File: config.mk
export PLATFORM = sky130hd
export DESIGN_NAME = lif_layer_scheduler_flat
export DESIGN_NICKNAME = d
export VERILOG_FILES = /design/src/rtl/lif_pkg.sv /design/src/rtl/lif_layer_scheduler_if.sv /design/src/rtl/lif_update_unit.sv /design/src/rtl/lif_layer_scheduler.sv /design/src/flat_wrapper.sv
export SDC_FILE = /design/constraint.sdc
export NUM_CORES = 1
export LEC_CHECK = 0
export BUFFER_PORTS_ARGS = -buffer_cell sky130_fd_sc_hd__clkbuf_2
export CAP_MARGIN = 20
export CORE_MARGIN = 2
export CORE_UTILIZATION = 55
export CTS_CLUSTER_SIZE = 16
export DETAILED_ROUTE_END_ITERATION = 12
export PLACE_DENSITY = 0.75
export SYNTH_ARGS = -nofsm -noshare
export SYNTH_HDL_FRONTEND = slang
export SYNTH_SLANG_ARGS = --single-unit
File: constraint.sdc
create_clock -name clk -period 4.45 [get_ports clk]
set_input_delay 0.6675 -clock clk [delete_from_list [all_inputs] [get_ports clk]]
set_output_delay 0.6675 -clock clk [all_outputs]
set_load 0.005 [all_outputs]
File: src/rtl/lif_pkg.sv
// rtl/lif_pkg.sv - shared LIF state encoding and default neuron constants
package lif_pkg;

   localparam int DEF_DATA_W     = 8;
   localparam int DEF_THRESHOLD  = 128;
   localparam int DEF_LEAK_SHIFT = 1;

   typedef enum logic [2:0] {
      IDLE   = 3'd0,
      LOAD   = 3'd1,
      UPDATE = 3'd2,
      EMIT   = 3'd3,
      DONE   = 3'd4
   } lif_state_e;

endpackage

File: src/rtl/lif_layer_scheduler_if.sv
// rtl/lif_layer_scheduler_if.sv - step, current and spike handshakes of the layer scheduler
interface lif_layer_scheduler_if
   import lif_pkg::*;
#(
   parameter int DATA_W = DEF_DATA_W,
   parameter int IDX_W  = 4
) ();

   logic              step_valid;
   logic              step_ready;
   logic              clear;
   logic              cur_valid;
   logic              cur_ready;
   logic [DATA_W-1:0] cur_data;
   logic              spike_valid;
   logic              spike_ready;
   logic [IDX_W-1:0]  spike_idx;
   logic              spike_fired;
   logic              step_done;

   modport master (
      output step_valid, clear, cur_valid, cur_data, spike_ready,
      input  step_ready, cur_ready, spike_valid, spike_idx, spike_fired, step_done
   );

   modport slave (
      input  step_valid, clear, cur_valid, cur_data, spike_ready,
      output step_ready, cur_ready, spike_valid, spike_idx, spike_fired, step_done
   );

endinterface

File: src/rtl/lif_update_unit.sv
// rtl/lif_update_unit.sv - combinational LIF update: threshold, leak and saturating integrate
module lif_update_unit
   import lif_pkg::*;
#(
   parameter int DATA_W     = DEF_DATA_W,
   parameter int THRESHOLD  = DEF_THRESHOLD,
   parameter int LEAK_SHIFT = DEF_LEAK_SHIFT
) (
   input  logic [DATA_W-1:0] v_i,
   input  logic [DATA_W-1:0] cur_i,
   output logic [DATA_W-1:0] next_v_o,
   output logic              fired_o
);

   localparam logic [DATA_W:0] TH_EXT = (DATA_W+1)'(THRESHOLD);

   logic [DATA_W:0] sum;

   always_comb begin
      sum     = {1'b0, v_i >> LEAK_SHIFT} + {1'b0, cur_i};
      fired_o = ({1'b0, v_i} >= TH_EXT);
      // A firing neuron discards this step's current and restarts from zero.
      if (fired_o) begin
         next_v_o = '0;
      end else if (sum[DATA_W]) begin
         next_v_o = '1;
      end else begin
         next_v_o = sum[DATA_W-1:0];
      end
   end

endmodule

File: src/rtl/lif_layer_scheduler.sv
// rtl/lif_layer_scheduler.sv - walks one LIF update datapath across all neurons of a layer per timestep
module lif_layer_scheduler
   import lif_pkg::*;
#(
   parameter int N_NEURONS  = 16,
   parameter int DATA_W     = DEF_DATA_W,
   parameter int THRESHOLD  = DEF_THRESHOLD,
   parameter int LEAK_SHIFT = DEF_LEAK_SHIFT
) (
   input  logic                 clk,
   input  logic                 reset,
   lif_layer_scheduler_if.slave bus
);

   localparam int IDX_W = $clog2(N_NEURONS);
   localparam logic [IDX_W-1:0] LAST_IDX = IDX_W'(N_NEURONS - 1);

   localparam logic [2:0] ST_IDLE   = IDLE;
   localparam logic [2:0] ST_LOAD   = LOAD;
   localparam logic [2:0] ST_UPDATE = UPDATE;
   localparam logic [2:0] ST_EMIT   = EMIT;
   localparam logic [2:0] ST_DONE   = DONE;

   logic [2:0]        state_q, state_d;
   logic [IDX_W-1:0]  idx_q, idx_d;
   logic [DATA_W-1:0] cur_q;
   logic [DATA_W-1:0] pot_q [N_NEURONS];
   logic              spike_fired_q;
   logic [IDX_W-1:0]  spike_idx_q;

   logic [DATA_W-1:0] upd_next_v;
   logic              upd_fired;
   logic              clear_en;

   lif_update_unit #(
      .DATA_W     (DATA_W),
      .THRESHOLD  (THRESHOLD),
      .LEAK_SHIFT (LEAK_SHIFT)
   ) u_update (
      .v_i      (pot_q[idx_q]),
      .cur_i    (cur_q),
      .next_v_o (upd_next_v),
      .fired_o  (upd_fired)
   );

   // A simultaneous step request takes priority over clear.
   assign clear_en = (state_q == ST_IDLE) && bus.clear && !bus.step_valid;

   always_comb begin
      state_d = state_q;
      idx_d   = idx_q;
      case (state_q)
         ST_IDLE:   if (bus.step_valid) state_d = ST_LOAD;
         ST_LOAD:   if (bus.cur_valid) state_d = ST_UPDATE;
         ST_UPDATE: state_d = ST_EMIT;
         ST_EMIT: begin
            if (bus.spike_ready) begin
               if (idx_q == LAST_IDX) begin
                  idx_d   = '0;
                  state_d = ST_DONE;
               end else begin
                  idx_d   = idx_q + 1'b1;
                  state_d = ST_LOAD;
               end
            end
         end
         ST_DONE:   state_d = ST_IDLE;
         default:   state_d = ST_IDLE;
      endcase
   end

   always_ff @(posedge clk or posedge reset) begin
      if (reset) begin
         state_q       <= ST_IDLE;
         idx_q         <= '0;
         cur_q         <= '0;
         spike_fired_q <= 1'b0;
         spike_idx_q   <= '0;
      end else begin
         state_q <= state_d;
         idx_q   <= idx_d;
         if (state_q == ST_LOAD && bus.cur_valid) begin
            cur_q <= bus.cur_data;
         end
         if (state_q == ST_UPDATE) begin
            spike_fired_q <= upd_fired;
            spike_idx_q   <= idx_q;
         end
      end
   end

   always_ff @(posedge clk or posedge reset) begin
      if (reset) begin
         for (int i = 0; i < N_NEURONS; i++) pot_q[i] <= '0;
      end else if (clear_en) begin
         for (int i = 0; i < N_NEURONS; i++) pot_q[i] <= '0;
      end else if (state_q == ST_UPDATE) begin
         pot_q[idx_q] <= upd_next_v;
      end
   end

   assign bus.step_ready  = (state_q == ST_IDLE);
   assign bus.cur_ready   = (state_q == ST_LOAD);
   assign bus.spike_valid = (state_q == ST_EMIT);
   assign bus.spike_idx   = spike_idx_q;
   assign bus.spike_fired = spike_fired_q;
   assign bus.step_done   = (state_q == ST_DONE);

endmodule

File: src/flat_wrapper.sv
// flat-port wrapper written by rule: the top's interface ports become plain ports
module lif_layer_scheduler_flat import lif_pkg::*;
#(
   parameter int N_NEURONS  = 16,
   parameter int DATA_W     = DEF_DATA_W,
   parameter int THRESHOLD  = DEF_THRESHOLD,
   parameter int LEAK_SHIFT = DEF_LEAK_SHIFT
)
  (clk, reset, bus_step_valid, bus_clear, bus_cur_valid, bus_cur_data, bus_spike_ready, bus_step_ready, bus_cur_ready, bus_spike_valid, bus_spike_idx, bus_spike_fired, bus_step_done);
  lif_layer_scheduler_if #(.DATA_W(DATA_W), .IDX_W((4))) bus_i ();
  input  logic clk;
  input  logic reset;
  input wire logic [$bits(bus_i.step_valid)-1:0] bus_step_valid;
  input wire logic [$bits(bus_i.clear)-1:0] bus_clear;
  input wire logic [$bits(bus_i.cur_valid)-1:0] bus_cur_valid;
  input wire logic [$bits(bus_i.cur_data)-1:0] bus_cur_data;
  input wire logic [$bits(bus_i.spike_ready)-1:0] bus_spike_ready;
  output wire logic [$bits(bus_i.step_ready)-1:0] bus_step_ready;
  output wire logic [$bits(bus_i.cur_ready)-1:0] bus_cur_ready;
  output wire logic [$bits(bus_i.spike_valid)-1:0] bus_spike_valid;
  output wire logic [$bits(bus_i.spike_idx)-1:0] bus_spike_idx;
  output wire logic [$bits(bus_i.spike_fired)-1:0] bus_spike_fired;
  output wire logic [$bits(bus_i.step_done)-1:0] bus_step_done;
  assign bus_i.step_valid = bus_step_valid;
  assign bus_i.clear = bus_clear;
  assign bus_i.cur_valid = bus_cur_valid;
  assign bus_i.cur_data = bus_cur_data;
  assign bus_i.spike_ready = bus_spike_ready;
  assign bus_step_ready = bus_i.step_ready;
  assign bus_cur_ready = bus_i.cur_ready;
  assign bus_spike_valid = bus_i.spike_valid;
  assign bus_spike_idx = bus_i.spike_idx;
  assign bus_spike_fired = bus_i.spike_fired;
  assign bus_step_done = bus_i.step_done;
  lif_layer_scheduler #(.N_NEURONS(N_NEURONS), .DATA_W(DATA_W), .THRESHOLD(THRESHOLD), .LEAK_SHIFT(LEAK_SHIFT)) u_core (.clk(clk), .reset(reset), .bus(bus_i));
endmodule
# After elaboration in Yosys (flattened, before gate mapping)
# Index checks and enable logic that the tools add are counted.
dict set report classes {
  order_cmp 3
  reduce_logical 9
  eq_ne 8
  n_bitwise 1
  n_mux 16
  add_sub_neg 2
}
# operator count
set ops {}
lappend ops {{two-way mux 128 bit} 2}
lappend ops {{bitwise mux 128 bit} 1}
lappend ops {{two-way mux 8 bit} 5}
lappend ops {{binary-select mux 8 bit (select 4 bit)} 1}
lappend ops {{demux 8 bit (select 4 bit)} 1}
lappend ops {{two-way mux 3 bit} 4}
lappend ops {{case mux 3 bit (4 select lines)} 1}
lappend ops {{adder 7 x 8 -> 9 bit} 1}
lappend ops {{>= comparator 8 bit (second input constant)} 1}
lappend ops {{== test 3 x 2 -> 1 bit (second input constant)} 2}
lappend ops {{inequality test 2 bit (second input constant)} 3}
lappend ops {{>= comparator 5 bit (second input constant)} 1}
lappend ops {{less-than comparator 5 x 1 -> 1 bit (second input constant)} 1}
lappend ops {{NOT 4 -> 5 bit} 1}
lappend ops {{adder 4 x 1 -> 4 bit (second input constant)} 1}
lappend ops {{== test 4 bit (second input constant)} 1}
lappend ops {{logical AND 1 bit} 4}
lappend ops {{two-way mux 4 bit} 1}
lappend ops {{== test 3 x 1 -> 1 bit (second input constant)} 1}
lappend ops {{== test 3 bit (second input constant)} 1}
lappend ops {{zero test 3 bit} 1}
lappend ops {{AND reduction 3 bit} 1}
lappend ops {{AND reduction 2 bit} 1}
lappend ops {{nonzero test 2 bit} 1}
lappend ops {{zero test 1 bit} 1}
dict set report totals {
  in_bits 14
  word_cells 60
  ff_bits 148
}

# Depth between registers and ports, before layout
# Gate-level depths: netlist (run 1).
dict set report logic_depth {
  depth_word 10
  ltp_mapped 13
  ltp_nobuf 9
}

# Cells and area by module
# A second synthesis (run 1) with hierarchy kept.
dict set report hier_totals {
  cells_unflattened 811
  hier_area_um2 7943.9
}
# mod cells_per_inst area_per_inst_um2 instances seq_area_each_um2
set by_module_without_submodules {}
lappend by_module_without_submodules {lif_layer_scheduler 764 7562.3 1 3703.6}
lappend by_module_without_submodules {lif_update_unit 47 381.6 1 0.0}

# Worst setup path after synthesis (run 1)
# Ideal clock, no wire load.
dict set report synth_path {
  path_kind {register to register}
  from {register u_core.idx_q[0]}
  to {register u_core.pot_q[101] (netlist bit)}
  t_required_ps 4321
  t_arrival_ps 3907
  setup_ps 129
  path_slack_ps 414
  path_stages_with_launch 13
  path_cell_list {dfrtp_1 -> buf_6 -> buf_2 -> buf_2 -> mux4_2 -> mux4_2 -> ha_1 -> fa_1 -> a31o_2 -> a31o_2 -> a21oi_1 -> buf_2 -> o31ai_1}
}
dict set report synth_between {
  elab_chain_len 10
  elab_cells_between_ends 16
}
# item line_no
set synth_lines {}
lappend synth_lines {{start: declaration} lif_layer_scheduler.sv:25} ;# logic [IDX_W-1:0] idx_q, idx_d;
lappend synth_lines {{start signal: assignment} lif_layer_scheduler.sv:81} ;# idx_q <= idx_d;
lappend synth_lines {{NOT 4 -> 5 bit (implied by the code) *} {lif_layer_scheduler.sv:40, lif_layer_scheduler.sv:98}}
lappend synth_lines {{binary-select mux 8 bit (select 4 bit)} lif_layer_scheduler.sv:40} ;# .v_i (pot_q[idx_q]),
lappend synth_lines {{two-way mux 8 bit (implied by the code) (2 in a row)} lif_layer_scheduler.sv:40}
lappend synth_lines {{adder 7 x 8 -> 9 bit} lif_update_unit.sv:20} ;# sum = {1'b0, v_i >> LEAK_SHIFT} + {1'b0, cur_i};
lappend synth_lines {{two-way mux 8 bit} lif_update_unit.sv:25} ;# end else if (sum[DATA_W]) begin
lappend synth_lines {{two-way mux 8 bit} lif_update_unit.sv:23} ;# if (fired_o) begin
lappend synth_lines {{bitwise mux 128 bit *} lif_layer_scheduler.sv:98} ;# pot_q[idx_q] <= upd_next_v;
lappend synth_lines {{two-way mux 128 bit *} lif_layer_scheduler.sv:97} ;# end else if (state_q == ST_UPDATE) begin
lappend synth_lines {{two-way mux 128 bit *} lif_layer_scheduler.sv:95} ;# end else if (clear_en) begin
lappend synth_lines {{end signal: indexed assignment} lif_layer_scheduler.sv:98}
lappend synth_lines {{end: declaration} lif_layer_scheduler.sv:27} ;# logic [DATA_W-1:0] pot_q [N_NEURONS];
# Mark *: on every way between the ends. The rest lies on a longest branch, timed or not. The select of a mux whose other input is x is not followed.
# A chain may end at the register's enable or synchronous reset.

# Worst setup path in the final report (run 1)
dict set report layout_path {
  from {register u_core.idx_q[0]}
  to {register u_core.pot_q[35] (netlist bit)}
}
# Same word-level chain as after synthesis.

==> results.cfg, run 1 <==
[synthesis]
synth_warnings = 0
synthCells = 569
syn_area_per_cell_sq_um = 11.3
syn_area_sq_mm = 0.00645
synth_top_family_by_area = compound AO/OA/AOI/OAI gates
synthTopCellsByArea = dfrtp_1 (51%), mux4_2 (12%), nand3_1 (9.4%), o21ai_0 (6.5%), o21ai_2 (2.7%)
yosysUniqueCellTypes = 44
synth_seq_area_share_pct = 51.2
synthFlopType = dfrtp_1
netlist.area_leader.share_pct = 51.2
synth-simple-area-share_pct = 13.1
synth_seq_cells = 132
netlist.top_cell.by_area = dfrtp_1
yosys.area_share.xor_xnor_pct = 0.407
synthMuxAreaShare_pct = 14.2
synth-async-reset-ratio_pct = 100
synth_compound_area_share_pct = 14.6
syn-num-nets = 595
synth_edf_count = 0
synth_adder_area_share_pct = 2.44

[pwr]
p_leak_nw = 3.22
p_int_mw = 3.80
power_density_mw_per_mm2 = 907
design_power_total_mw = 6.61
combPwrFrac_pct = 47.4
p_sw_mw = 2.81
p_sw_share_pct = 42.5
ir_drop_uv = 660
power_frac_seq_pct = 30.6
pwr-share-clk_pct = 22.0

[clock_network]
tritoncts = yes
cts_resized = 0
cts_num_sinks = 132
h-tree-depth = 4
cts.path.max_buffers = 2
holdBufCountCts = 0
cts_setup_buffers = 0
clk_latency_ps = 420
numCtsBuffers = 17
cts_root_buffer = clkbuf_16
clk_pin_slew_ps = 60

[global_routing]
grt_pass1_wl_um = 25700
grt_antenna_before_repair = 0
grt_pass1_vias = 4833
gr-total-overflow = 0
grt_max_degree = 71
grt.total_usage_pct = 26.9

[finish]
antennaDiodeCount = 0
final_layout_size_suffix_gt1_share_pct = 24.5
instances_no_fill = 730
area_growth_pct = 12.9
utilization_pct = 63.8
finish.net_count = 601
design_area_sq_mm = 0.00729

[timing]
hold_viol = 0
skew_ps = 9.23
rsz0062_at_grt = false
fin_tns_setup_ps = 0
hold_ws_ps = 390
post-route-period-util_pct = 94.6
relSlewSlack_pct = 28.8
period_needed_ps = 4210
final_max_slew_viol_count = 0
setup_ws_ps = 239
clock.fmax_mhz = 237
setup_violations = 0
tightest_slew_ps = 1070

[routing]
drc = 0
wire_per_inst_um = 21.5
drtIter0Drc = 416
vias_per_cell = 6.58
dr.pass1.iters = 6
antenna_left = 0
via_count = 4807
drt-total-wl_um = 15700

[critical_path]
crit_path_top_delay_cell = dfrtp_2
r2r_start = u_core.idx_q[0]$_DFFE_PP0P_
worst-r2r-setup-slack_ps = 240
worst-path-buf-inv = 1
path_class = reg -> reg
path_cells = mux4_2 > mux4_2 > ha_1 > fa_1 > a31o_2 > a31o_2 > o21bai_1 > buf_4 > o21ai_0
r2r_cells = 9
r2r-end = u_core.pot_q[35]$_DFFE_PP0P_
timing.critical_path.depth = 9
crit_arrival_ps = 4480
cp-end-kind = flop
crit_path_max_incr_delay_ps = 820
cp-startpoint = u_core.idx_q[0]$_DFFE_PP0P_
worst-endpoint-required_ps = 4720
cp-endpoint = u_core.pot_q[35]$_DFFE_PP0P_
crit_family = compound AO/OA/AOI/OAI gates
path_max_fanout = 22
startpoint_type = flop

[floorplan]
core-area_sq_mm = 0.0114
start_util_pct = 56.5
die-area_sq_mm = 0.0126
core.rowCount = 39
die_w_um = 112
die_y_um = 112
pin_count = 23

[place]
dp_hpwl_um = 10200
gpl.final_weighted_congestion = 0.901
dp_slack_ps = 274
numPortBuffers = 22
dp.cells = 699
post_dp_cell_area_sq_mm = 0.00668

[outcome]
status = complete, no violations

[flow_run]
cap_violations = 0

[hold_path]
hp-class = in -> async
worst min path at each step:
stage | slack, ps | from | cells after the start | to
after floorplan | 440 | u_core.pot_q[7]$_DFFE_PP0P_ | 2 | u_core.pot_q[7]$_DFFE_PP0P_
after global placement | 460 | u_core.pot_q[6]$_DFFE_PP0P_ | 2 | u_core.pot_q[6]$_DFFE_PP0P_
after global routing | 480 | bus_cur_data[2] | 2 | u_core.cur_q[2]$_DFFE_PP0P_
after CTS | 450 | reset | 2 | u_core.pot_q[114]$_DFFE_PP0P_
final | 390 | reset | 2 | u_core.pot_q[123]$_DFFE_PP0P_
after detailed placement | 470 | u_core.pot_q[6]$_DFFE_PP0P_ | 2 | u_core.pot_q[6]$_DFFE_PP0P_
layer usage:
metal  track usage, %  share of wire, %  vias to the layer above
met2             42.9                50                      201
li1                 -                 -                     2149
met4             10.2               3.0                        0
met5                0                 0                        -
met1             36.2                40                     2425
met3             6.75               7.0                       32
flip-flops by register name, indices dropped and copies added (netlist names):
name and cells:
u_core.pot_q 112, u_core.cur_q 8, u_core.bus.spike_idx 4, u_core.idx_q 4, u_core.state_q 3, u_core.bus.spike_fired 1
power by group through the flow:
stage / Clock, mW / Sequential [mW] / Combinational (mW)
6_report: 1.46 / 2.02 / 3.13
2_1_floorplan: 0 / 1.85 / 2.30
3_3_place_gp: 0 / 2.01 / 2.98
3_5_place_dp: 0 / 2.04 / 3.07
5_1_grt: 1.52 / 2.08 / 3.40
4_1_cts: 1.46 / 2.02 / 3.10
placed cells by master (no fill, tap or decap), types with 7 or more instances in the layout:
cell,count
ha_1,11
o21ai_0,84
clkbuf_16,17
o31ai_1,16
clkbuf_2,22
a21oi_1,7
nor2_1,7
nand3_1,121
mux4_2,33
buf_4,14
o21ai_2,20
mux2_2,12
dfrtp_1,131
nand2_1,20
kinds of logic after synthesis:
family          count (synthesis)
simple gates                  169
compound gates                148
flops                         132
buf+inv                        58
mux                            47
fa+ha+maj                      12
xor+xnor                        3
final cells by class:
type                       instances  area, sq um
fill                             872         4130
sequential                       132         3300
multi-input combinational        379         2890
clock buffer                      18          439
timing repair buffer              39          275
tap                              143          179
clock inverter                    13          171
inverter                           6         25.0
synth_stat cells (2+ instances only):
master	count
clkbuf_1	34
dfrtp_1	132
clkbuf_2	4
buf_2	7
mux4_2	33
a31o_2	2
xnor2_1	2
mux2_2	12
buf_6	4
or3_1	2
ha_1	11
a21o_1	5
nor3_1	3
nor2b_1	3
o21ai_0	84
nand2_1	20
o21bai_1	4
nor2_1	7
a21oi_1	7
nor3b_1	2
a211oi_1	2
o31ai_1	16
o21ai_2	20
buf_1	3
nand4_1	5
nand3_1	121
inv_1	6
nand2b_1	2
Power figures use the tool's default switching activity.
==> inputs of run 2 (changes only) <==
Settings changed: GPL_TIMING_DRIVEN set to 0.
==> run 2 against run 1 <==
Effect of this change:
- wire length rose by 9.6%
- largest cell class unchanged
- final cell count grew 4.9%
- register-to-register slack worse by 99 ps
- die area is the same
- clock skew hardly changed
- sequential cell count unchanged
- non-clock buffer count up 35
- sequential share of layout area fell by 0.82 points
- total power rose by 1.6%
==> results.cfg, run 2 (same netlist as run 1, synthesis figures left out) <==
[critical_path]
crit_path_top_delay_cell = mux4_2
worst-path-buf-inv = 3
startpoint_type = flop
path_class = reg -> reg
crit_family = compound AO/OA/AOI/OAI gates
crit_arrival_ps = 4590
path_cells = buf_6 > buf_4 > mux4_2 > mux4_2 > ha_1 > fa_1 > a31o_2 > a31o_2 > o21bai_2 > buf_2 > o21ai_0
cp-end-kind = flop
worst-endpoint-required_ps = 4730
worst-r2r-setup-slack_ps = 140
crit_path_max_incr_delay_ps = 570
path_max_fanout = 14

[timing]
final_max_slew_viol_count = 0
post-route-period-util_pct = 96.9
tightest_slew_ps = 850
rsz0062_at_grt = true
skew_ps = 9.02
hold_viol = 0
relSlewSlack_pct = 43.1
clock.fmax_mhz = 232
setup_violations = 0
period_needed_ps = 4310
fin_tns_setup_ps = 0
setup_ws_ps = 140

[pwr]
p_leak_nw = 3.28
power_density_mw_per_mm2 = 905
ir_drop_uv = 440
design_power_total_mw = 6.71

[global_routing]
grt_max_degree = 92
grt_antenna_before_repair = 0
gr-total-overflow = 0
grt.total_usage_pct = 29.0
grt_pass1_vias = 5114
globalRouteMet1Util_pct = 39.5
met2_usage_pct = 45.4
top_usage_layer = met2
gr-usage-met3_pct = 6.70
grt_pass1_wl_um = 27800

[finish]
reg_top3 = u_core.pot_q (112), u_core.cur_q (8)
nFillCells = 870
instances_no_fill = 766
design_area_sq_mm = 0.00742
final_cell_mix = dfrtp_1 (132), nand3_1 (121), o21ai_0 (84)
largest_register = u_core.pot_q
finish.net_count = 636
area_growth_pct = 15.0
largest_register_ff_count = 112
final_layout_size_suffix_gt1_share_pct = 23.9
antennaDiodeCount = 0
layout_commonest_cell = dfrtp_1

[routing]
via_count = 5130
drt-total-wl_um = 17200
vias_per_cell = 6.70
dr.pass1.iters = 8
wire_per_inst_um = 22.4
drc = 0
drtIter0Drc = 700
antenna_left = 0

[place]
dp_slack_ps = -646
post_dp_cell_area_sq_mm = 0.00677
gpl.final_weighted_congestion = 0.904
dp.cells = 735
dp_hpwl_um = 12100
numPortBuffers = 22

[floorplan]
die-area_sq_mm = 0.0126
die_w_um = 112
start_util_pct = 56.5
pin_count = 23
core-area_sq_mm = 0.0114
core.rowCount = 39
die_y_um = 112

[clock_network]
h-tree-depth = 4
cts.path.max_buffers = 2
cts_root_buffer = clkbuf_16
tritoncts = yes
holdBufCountCts = 0
cts_resized = 9
cts_num_sinks = 132
clk_latency_ps = 430
numCtsBuffers = 17
cts_setup_buffers = 0
clk_pin_slew_ps = 60

[hold_path]
hp-class = in -> async

[outcome]
status = complete, no violations

[flow_run]
cap_violations = 0
==> run 2: cell types whose count changed in the layout (fill, tap and decap cells not counted), moves of 5 or more <==
cell,before,now
buf_2,0,5
inv_6,6,1
clkbuf_1,0,31
buf_4,14,2
clkbuf_8,1,7
==> run 2: area by class of cell <==
| cell class | instances | area, sq um | area share (%) |
|---|---|---|---|
| well taps | 143 | 179 | 2.41 |
| clock buffers | 24 | 522 | 7.03 |
| plain buffers | 51 | 248 | 3.34 |
| inverters | 6 | 27.5 | 0.371 |
| clock inverters | 8 | 95.1 | 1.28 |
| multi-input cells | 379 | 2910 | 39.2 |
| repair buffers | 23 | 138 | 1.86 |
| flip-flops and latches | 132 | 3300 | 44.5 |
==> run 2: metrics by stage <==
step                hold slack [ps]  util (%)
floorplan                       442         -
global placement                464      59.0
detailed placement              476      59.3
CTS                             261      64.9
global route                    266      65.0
finish                          240      65.0
==> run 2: final timing paths <==
path,from,to,cells past startpoint
worst max-delay path,u_core.idx_q[0]$_DFFE_PP0P_,u_core.pot_q[2]$_DFFE_PP0P_,11
worst min-delay path,reset,u_core.pot_q[81]$_DFFE_PP0P_,2
worst max register to register,u_core.idx_q[0]$_DFFE_PP0P_,u_core.pot_q[2]$_DFFE_PP0P_,11
worst min register to register,u_core.pot_q[6]$_DFFE_PP0P_,u_core.pot_q[6]$_DFFE_PP0P_,2
max in group asynchronous,reset,u_core.cur_q[6]$_DFFE_PP0P_,3
min in group clk,bus_cur_data[7],u_core.cur_q[7]$_DFFE_PP0P_,3
==> run 2: where the power goes <==
part	internal [mW]	total, mW	leakage (nW)	switching (mW)
combinational	1.24	3.34	1.24	2.10
clock	0.924	1.44	0.304	0.513
sequential	1.66	1.94	1.74	0.273
total	3.83	6.71	3.28	2.89
==> run 2: routing by layer <==
metal | vias to the layer above | wire, um
li1 | 2218 | -
met1 | 2608 | 6910
met2 | 256 | 8300
met3 | 48 | 1410
met4 | 0 | 562
met5 | - | 0
==> run 2: worst reg2reg max path, delay by kind of cell (launching register included) <==
| family | cells | cell delay, ps |
|---|---|---|
| flops | 1 | 420 |
| compound gates | 4 | 1100 |
| mux | 2 | 1070 |
| buf+inv | 3 | 900 |
| fa+ha+maj | 2 | 680 |
==> inputs of run 3 (changes only) <==
Settings changed: RECOVER_POWER set to 50.
==> run 3 against run 2 <==
Effect of this change:
- the flow now finishes with violations (capacitance limit, slew limit)
- non-clock buffer count unchanged
- cell area decreased by 0.35%
- utilization decreased by 0.23 points
- count of clock-buffer cells in the layout unchanged
- first-iteration DRC count increased by 0.14%
- critical endpoint unchanged
- fmax decreased by 0.76%
- largest power group unchanged
- clock power about the same
==> results.cfg, run 3 (same netlist as run 1, synthesis figures left out) <==
[outcome]
status = finished, violations left
failed_checks = capacitance limit, slew limit

[timing]
final_max_slew_viol_count = 135
period_needed_ps = 4340
post-route-period-util_pct = 97.6
hold_viol = 0
skew_ps = 9.00
setup_ws_ps = 107
tightest_slew_ps = 2260
clock.fmax_mhz = 230
relSlewSlack_pct = -50.6
setup_violations = 0
rsz0062_at_grt = true

[clock_network]
cts_root_buffer = clkbuf_16
cts_setup_buffers = 0
clk_latency_ps = 430
cts_resized = 9
cts_num_sinks = 132
numCtsBuffers = 17
cts.path.max_buffers = 2
holdBufCountCts = 0
clk_pin_slew_ps = 60
h-tree-depth = 4
tritoncts = yes

[critical_path]
crit_path_top_delay_cell = mux4_2
cp-end-kind = flop
path_class = reg -> reg
path_cells = buf_6 > buf_4 > mux4_2 > mux4_2 > ha_1 > fa_1 > a31o_2 > a31o_2 > o21bai_2 > buf_2 > o21ai_0
startpoint_type = flop
crit_arrival_ps = 4620
path_max_fanout = 14
crit_path_max_incr_delay_ps = 570
worst-endpoint-required_ps = 4730

[flow_run]
cap_violations = 2

[finish]
final_layout_size_suffix_gt1_share_pct = 23.9
utilization_pct = 64.7
reg_top3 = u_core.pot_q (112), u_core.cur_q (8)
area_growth_pct = 14.6
final_cell_mix = dfrtp_1 (132), nand3_1 (121), o21ai_0 (84)
largest_register = u_core.pot_q
finish.net_count = 636
largest_register_ff_count = 112
antennaDiodeCount = 0
layout_commonest_cell = dfrtp_1
design_area_sq_mm = 0.00739

[pwr]
power_density_mw_per_mm2 = 910
p_sw_mw = 2.90
combPwrFrac_pct = 49.8
pwr-share-clk_pct = 21.4
p_leak_nw = 3.26
p_int_mw = 3.82
p_sw_share_pct = 43.1
power_frac_seq_pct = 28.8
ir_drop_uv = 441

[place]
post_dp_cell_area_sq_mm = 0.00677
numPortBuffers = 22
dp_hpwl_um = 12100
dp_slack_ps = -646
gpl.final_weighted_congestion = 0.904

[routing]
via_count = 5141
drtIter0Drc = 701
wire_per_inst_um = 22.5
vias_per_cell = 6.71
dr.pass1.iters = 7
drc = 0
drt-total-wl_um = 17300
antenna_left = 0

[floorplan]
pin_count = 23
die_w_um = 112
die-area_sq_mm = 0.0126
die_y_um = 112
core-area_sq_mm = 0.0114
start_util_pct = 56.5
core.rowCount = 39

[global_routing]
grt_antenna_before_repair = 0
grt_pass1_vias = 5114
grt_max_degree = 92
grt_pass1_wl_um = 27800
grt.total_usage_pct = 29.0
gr-total-overflow = 0

[hold_path]
hp-class = in -> reg
## run 3: changes by cell type in the layout (fill, tap and decap cells not counted)
cell,delta
buf_16,-1
clkbuf_2,+1
clkinvlp_2,+1
inv_6,-1
## run 3: cell type report
cell class              instances  area (sq um)
repair buffers                 23           115
flip-flops and latches        132          3300
multi-input cells             379          2910
plain buffers                  51           248
clock buffers                  24           522
clock inverters                 8          95.1
inverters                       6          23.8
well taps                     143           179
fillers                       870          4030
## run 3: path summary, 6_finish.rpt
path	start	slack, ps	endpoint	depth (start not counted)
worst max-delay path	u_core.idx_q[0]$_DFFE_PP0P_	110	u_core.pot_q[2]$_DFFE_PP0P_	11
max in group asynchronous	reset	890	u_core.cur_q[6]$_DFFE_PP0P_	3
worst max register to register	u_core.idx_q[0]$_DFFE_PP0P_	110	u_core.pot_q[2]$_DFFE_PP0P_	11
worst min register to register	u_core.pot_q[6]$_DFFE_PP0P_	490	u_core.pot_q[6]$_DFFE_PP0P_	2
worst min-delay path	bus_cur_data[7]	470	u_core.cur_q[7]$_DFFE_PP0P_	3
min in group asynchronous	reset	670	u_core.pot_q[81]$_DFFE_PP0P_	2
## run 3: per-stage QoR
step	TNS, ps	instances	power (mW)	hold slack (ps)
2_1_floorplan	0	569	4.15	442
3_3_place_gp	-164220	734	5.02	464
3_5_place_dp	-35510	735	5.16	476
4_1_cts	0	766	6.66	261
5_1_grt	-46.9	766	7.09	482
6_report	0	766	6.72	467
## run 3: critical path: cells and delay by family, from the launching register on
family | cells | cell delay, ps
buffers and inverters | 3 | 910
AOI/OAI and AO/OA | 4 | 1110
DFF | 1 | 430
adders and majority gates | 2 | 680
muxes | 2 | 1060
## run 3: layer usage
metal | vias to the layer above | GRT usage [%] | wire [um]
li1 | 2215 | - | -
met1 | 2615 | 39.5 | 7020
met2 | 264 | 45.4 | 8300
met3 | 47 | 6.70 | 1380
met4 | 0 | 12.4 | 554
met5 | - | 0 | 0
## run 3: power by group through the flow
stage          Combinational (mW)  Sequential [mW]  Clock, mW
2_1_floorplan                2.30             1.85          0
3_3_place_gp                 3.11             1.91          0
3_5_place_dp                 3.22             1.94          0
4_1_cts                      3.29             1.93       1.44
5_1_grt                      3.60             1.99       1.50
6_report                     3.35             1.94       1.44
